## config.mk

```make
export PLATFORM = sky130hd
export DESIGN_NAME = fft_output_reorder_flat
export DESIGN_NICKNAME = d
export VERILOG_FILES = /design/src/rtl/fft_output_reorder_if.sv /design/src/rtl/fft_output_reorder.sv /design/src/flat_wrapper.sv
export SDC_FILE = /design/constraint.sdc
export NUM_CORES = 2
export LEC_CHECK = 0
export CAP_MARGIN = 10
export CORE_MARGIN = 2
export CORE_UTILIZATION = 41
export CTS_CLUSTER_DIAMETER = 120
export DETAILED_ROUTE_END_ITERATION = 8
export PLACE_DENSITY = 0.65
export REMOVE_ABC_BUFFERS = 1
export SETUP_SLACK_MARGIN = 0.5
export SYNTH_ARGS = -nofsm -noshare
export SYNTH_HDL_FRONTEND = slang
export SYNTH_SLANG_ARGS = --single-unit
```

## constraint.sdc

```tcl
create_clock -name clock -period 5.3 [get_ports clock]
set_input_delay 0.53 -clock clock [delete_from_list [all_inputs] [get_ports clock]]
set_output_delay 0.53 -clock clock [all_outputs]
set_load 0.005 [all_outputs]
```

## src/rtl/fft_output_reorder_if.sv

```systemverilog
// Sample stream bundle between the last SDF stage and the reorder buffer.
// FFT_REORDER_SOF_EN adds the do_sof frame marker to the output side.
interface fft_output_reorder_if #(
    parameter int WIDTH = 16
);
    logic                    di_en;
    logic signed [WIDTH-1:0] di_re;
    logic signed [WIDTH-1:0] di_im;
    logic                    do_en;
    logic signed [WIDTH-1:0] do_re;
    logic signed [WIDTH-1:0] do_im;
`ifdef FFT_REORDER_SOF_EN
    logic                    do_sof;
`endif

    // master is the pipeline side: produces di_*, consumes do_*
    modport master (
        output di_en, di_re, di_im,
`ifdef FFT_REORDER_SOF_EN
        input  do_sof,
`endif
        input  do_en, do_re, do_im
    );

    modport slave (
        input  di_en, di_re, di_im,
`ifdef FFT_REORDER_SOF_EN
        output do_sof,
`endif
        output do_en, do_re, do_im
    );
endinterface

```

## src/rtl/fft_output_reorder.sv

```systemverilog
// Ping-pong reorder buffer: captures a bit-reversed FFT frame, replays it in natural order.
// Optional start-of-frame output do_sof is enabled by defining FFT_REORDER_SOF_EN.
module fft_output_reorder #(
    parameter int WIDTH = 16,
    parameter int LOG_N = 6
) (
    input  logic               clock,
    input  logic               reset,
    fft_output_reorder_if.slave io
);

    localparam int N = 1 << LOG_N;
    localparam logic [LOG_N-1:0] CNT_LAST = '1;

    typedef enum logic {
        IDLE,
        READ
    } state_t;

    state_t             state;
    logic [LOG_N-1:0]   wr_cnt;
    logic [LOG_N-1:0]   rd_cnt;
    logic               wr_bank;
    logic               rd_bank;
    logic               rd_valid;
    logic [2*WIDTH-1:0] rd_data;
    logic [2*WIDTH-1:0] mem [2*N];
    logic               launch;
`ifdef FFT_REORDER_SOF_EN
    logic               rd_first;
`endif

    function automatic logic [LOG_N-1:0] bitrev(input logic [LOG_N-1:0] a);
        logic [LOG_N-1:0] r;
        for (int i = 0; i < LOG_N; i++) begin
            r[i] = a[LOG_N-1-i];
        end
        return r;
    endfunction

    // Last sample of a frame accepted: hand the filled bank to the read side
    assign launch = reset && io.di_en && (wr_cnt == CNT_LAST);

    always_ff @(posedge clock) begin
        if (!reset) begin
            wr_cnt  <= '0;
            wr_bank <= 1'b0;
        end else if (io.di_en) begin
            wr_cnt <= wr_cnt + LOG_N'(1);
            if (wr_cnt == CNT_LAST) begin
                wr_bank <= ~wr_bank;
            end
        end
    end

    // NOTE: the banks have no reset so they map onto plain RAM; stale contents
    // are never visible because every read follows a complete frame write.
    always_ff @(posedge clock) begin
        if (reset && io.di_en) begin
            mem[{wr_bank, bitrev(wr_cnt)}] <= {io.di_re, io.di_im};
        end
        rd_data <= mem[{rd_bank, rd_cnt}];
    end

    always_ff @(posedge clock) begin
        if (!reset) begin
            state    <= IDLE;
            rd_cnt   <= '0;
            rd_bank  <= 1'b0;
            rd_valid <= 1'b0;
`ifdef FFT_REORDER_SOF_EN
            rd_first <= 1'b0;
`endif
        end else begin
            rd_valid <= (state == READ);
`ifdef FFT_REORDER_SOF_EN
            rd_first <= (state == READ) && (rd_cnt == '0);
`endif
            if (launch) begin
                state   <= READ;
                rd_cnt  <= '0;
                rd_bank <= wr_bank;
            end else if (state == READ) begin
                rd_cnt <= rd_cnt + LOG_N'(1);
                if (rd_cnt == CNT_LAST) begin
                    state <= IDLE;
                end
            end
        end
    end

    // Output data holds its last value between bursts
    always_ff @(posedge clock) begin
        if (!reset) begin
            io.do_en <= 1'b0;
            io.do_re <= '0;
            io.do_im <= '0;
`ifdef FFT_REORDER_SOF_EN
            io.do_sof <= 1'b0;
`endif
        end else begin
            io.do_en <= rd_valid;
            if (rd_valid) begin
                io.do_re <= rd_data[2*WIDTH-1:WIDTH];
                io.do_im <= rd_data[WIDTH-1:0];
            end
`ifdef FFT_REORDER_SOF_EN
            io.do_sof <= rd_first;
`endif
        end
    end

    // A new frame may only complete when the previous burst is idle or on its last read
    launch_while_reading: assert property (
        @(posedge clock) disable iff (!reset)
        launch |-> (state == IDLE || rd_cnt == CNT_LAST)
    );

endmodule

```

## src/flat_wrapper.sv

```systemverilog
// flat-port wrapper written by rule: the top's interface ports become plain ports
module fft_output_reorder_flat 
#(
    parameter int WIDTH = 16,
    parameter int LOG_N = 6
)
  (clock, reset, io_di_en, io_di_re, io_di_im, io_do_en, io_do_re, io_do_im);
  fft_output_reorder_if #(.WIDTH(WIDTH)) io_i ();
  input  logic clock;
  input  logic reset;
  input wire logic [$bits(io_i.di_en)-1:0] io_di_en;
  input wire logic [$bits(io_i.di_re)-1:0] io_di_re;
  input wire logic [$bits(io_i.di_im)-1:0] io_di_im;
  output wire logic [$bits(io_i.do_en)-1:0] io_do_en;
  output wire logic [$bits(io_i.do_re)-1:0] io_do_re;
  output wire logic [$bits(io_i.do_im)-1:0] io_do_im;
  assign io_i.di_en = io_di_en;
  assign io_i.di_re = io_di_re;
  assign io_i.di_im = io_di_im;
  assign io_do_en = io_i.do_en;
  assign io_do_re = io_i.do_re;
  assign io_do_im = io_i.do_im;
  fft_output_reorder #(.WIDTH(WIDTH), .LOG_N(LOG_N)) u_core (.clock(clock), .reset(reset), .io(io_i));
endmodule
```

==> run_results.csv <==
group,metric,value,unit
worst_setup_path,crit_fanout,36,
layout,nets,7981,
timing,finClkSkew,0.0797,ns
layout,syn_to_final_growth,14.8,%
floorplanning,die_area,0.395,mm2
route,first_pass_iters,6,
clocking,worstSkewPairLatency,0.98,ns
pwr,p_int,54100,uW
yosys,syn_avg_cell_area,21.4,um2
pwr,finalPower,67600,uW
route,drtIter0Drc,12607,
route,via_per_inst,6.01,
global_routing,grt_max_degree,129,
yosys,syn_area,0.160,mm2
global_routing,antenna_found_initial,35,
timing,finalHoldViolCount,0,
route,ant_nets,0,
timing,min_period_over_period,85.5,%
pwr,powerDensity,368,mW/mm2
hold_path,whs_path_depth,1,
yosys,yosys.area.top_type_share,76.8,%
layout,final_layout_size_suffix_gt1_share,24.0,%
yosys,synth_commonest_cells,"edfxtp_1, mux2i_1, mux4_2",
floorplanning,coreArea,0.389,mm2
floorplanning,initial_core_util,41.2,%
yosys,async_reset_ff_share,0,%
status,status,"complete, no violations",
placed_design,hpwl,275000,um
floorplanning,rows,229,
clocking,clockBufferDepth,4,
global_routing,grt_pass1_vias,78939,
worst_setup_path,r2r_slack,0.77,ns
worst_setup_path,critPathRequiredTime,6.14,ns
route,drc,0,
timing,clock.fmax,221,MHz
yosys,seq_area_frac_synth,77.9,%
layout,utilization,47.3,%
layout,fillers,31279,
pwr,swShare,20.0,%
worst_setup_path,path_class,"reg2reg",
hold_path,worstHoldEndpoint,"u_core.mem[40][1]",
route,wl,457000,um
clocking,cts.repair.resized,0,
worst_setup_path,worstReg2RegStart,"u_core.rd_cnt[1]",
clocking,cts_max_level,5,
timing,relSlewSlack,5.04,%
pwr,p_comb_share,1.4,%
yosys,synth.distinct_cells,62,
yosys,synth_area_leaders,"edfxtp_1, mux4_2, mux2i_1",
yosys,synth_edf_count,4096,
placed_design,gp_congestion,0.873,
route,vias,81253,
timing,finalMaxSlewViolations,0,
global_routing,grt_overflow,0,
floorplanning,io_pins,68,
timing,setup_viol,0,
hold_path,hp-start,"io_di_im[1]",
global_routing,grt_first_pass_wirelength,631000,um
yosys,syn_inst,7482,
yosys,synth_area_leader_cell,"edfxtp_1",
pwr,leakage,0.0544,uW
yosys,yosysWarnings,0,
worst_setup_path,crit_arrival,5.37,ns
clocking,cts.sinks,4177,
timing,grt_setup_unrepaired,"false",
worst_setup_path,worstRegToRegCells,7,
pwr,switchingPower,13500,uW
yosys,ys.flop_type,"edfxtp_1",
yosys,synth_most_common_cell,"edfxtp_1",
clocking,cts-root-buf,"clkbuf_16",
global_routing,track_usage,22.6,%
clocking,path_clk_slew,0.06,ns
route,routedWlPerCell,33.8,um
clocking,cts_tree,"yes",
clocking,cts-buffers-inserted,416,
flow_run,cap_violations,0,
floorplanning,die_w,629,um
worst_setup_path,r2r_end,"u_core.rd_data[23]",
timing,worst_pin_slew,1.42,ns
floorplanning,die_h,629,um
worst_setup_path,critPathCaptureType,"flip-flop",
placed_design,io_buffers,67,
pwr,ir_drop,0.283,mV
timing,min_period,4.53,ns
hold_path,hp-class,"in2reg",
worst_setup_path,cp-start-kind,"flip-flop",
pwr,power_frac_seq,53.7,%
yosys,synth-seq-cells,4177,
pwr,pwr-share-clk,44.9,%
## worst max path at each step
stage	cells past startpoint	from	slack (ns)	endpoint
global route	7	u_core.rd_cnt[1]	0.82	u_core.rd_data[23]
global placement	7	u_core.rd_cnt[1]	0.33	u_core.rd_data[23]
detailed placement	7	u_core.rd_cnt[1]	0.87	u_core.rd_data[23]
floorplan	5	u_core.rd_cnt[0]	-45.51	u_core.rd_data[3]
finish	7	u_core.rd_cnt[1]	0.77	u_core.rd_data[23]
CTS	7	u_core.rd_cnt[1]	0.82	u_core.rd_data[23]
## metrics by stage
stage                     area (um2)  hold slack [ns]  instances  TNS (ns)  setup slack, ns
after floorplan               158000            0.464       7047  -1643.18           -45.51
after global placement        169000            0.478      12706         0            0.330
after detailed placement      169000            0.481      12713         0            0.871
after CTS                     184000           0.0224      13492         0            0.816
after global routing          184000           0.0904      13495         0            0.818
final                         184000           0.0969      13511         0            0.767
## cells by family (layout without fill, tap and decap cells)
logic type	Yosys count	count (layout)	share of synthesized area (%)
flip-flops	4177	4177	77.9
multiplexers	1602	1602	15.8
AO/OA/AOI/OAI	727	727	3.25
AND/OR/NAND/NOR	525	525	1.48
buffers and inverters	439	1254	1.58
XOR/XNOR	10	10	0.0547
adder cells (fa/ha/maj)	2	2	0.0156
other	0	17	0
## power groups by stage
stage | Combinational, uW | Clock, uW | Sequential (uW)
2_1_floorplan | 85.6 | 0 | 37000
3_3_place_gp | 868 | 0 | 37000
3_5_place_dp | 918 | 0 | 37000
4_1_cts | 921 | 30600 | 36300
5_1_grt | 958 | 31900 | 36300
6_report | 929 | 30400 | 36300
## cells in the final DEF (no fill, tap or decap), drive strengths merged, types with 18 or more instances in the layout
master / netlist / layout
o21ai: 70 / 70
nand3: 62 / 62
a221oi: 91 / 91
clkbuf: 128 / 512
a21oi: 120 / 120
bufinv: 0 / 59
mux2i: 819 / 819
clkdlybuf4s50: 0 / 34
mux2: 53 / 53
nand2: 145 / 145
a211oi: 32 / 32
a31oi: 33 / 33
o22ai: 76 / 76
nor3: 18 / 18
a22oi: 127 / 127
buf: 307 / 435
a221o: 27 / 27
inv: 3 / 21
clkinv: 1 / 173
mux4: 730 / 730
dfxtp: 81 / 81
edfxtp: 4096 / 4096
a22o: 35 / 35
o221ai: 31 / 31
nor2b: 48 / 48
nor2: 193 / 193
## critical path, cell delays in order, from the launching register on
cell	delay (ns)
dfxtp_4	1.09
buf_4	0.55
mux4_2	0.57
o21ai_0	0.64
nand2_1	0.28
nor4_2	0.90
buf_4	0.24
a21oi_1	0.04
## flip-flops by register name, summed over array words and instances, names as in the netlist
signal and count:
u_core.wr_bank 1, u_core.io.do_re 16, u_core.rd_valid 1, u_core.wr_cnt 6
u_core.io.do_en 1, u_core.rd_cnt 6, u_core.mem 4096, u_core.rd_bank 1
u_core.state 1, u_core.rd_data 32, u_core.io.do_im 16
## per-layer routing
metal  GRT usage [%]  vias to the layer above  share of wire [%]
li1                -                    32360                  -
met1            31.1                    43342                 38
met2            34.9                     4810                 46
met3            4.97                      735                 11
met4            9.33                        6                4.6
met5               0                        -             0.0079
## area by class of cell
type	count	area [um2]	area share [%]
multi-input combinational	2866	34000	18.5
sequential	4177	125000	67.8
inverter	4	20.0	0.0109
clock buffer	512	11000	5.97
antenna	17	42.5	0.0232
tap	5197	6500	3.54
clock inverter	259	3160	1.72
timing repair buffer	479	4370	2.38
## what timing repair did
item | CTS | global route
buffers inserted | 0 | 0
hold buffers | 8 | 0
hold endpoints to repair | 120 | 0
(Power assumes the default switching activity.)
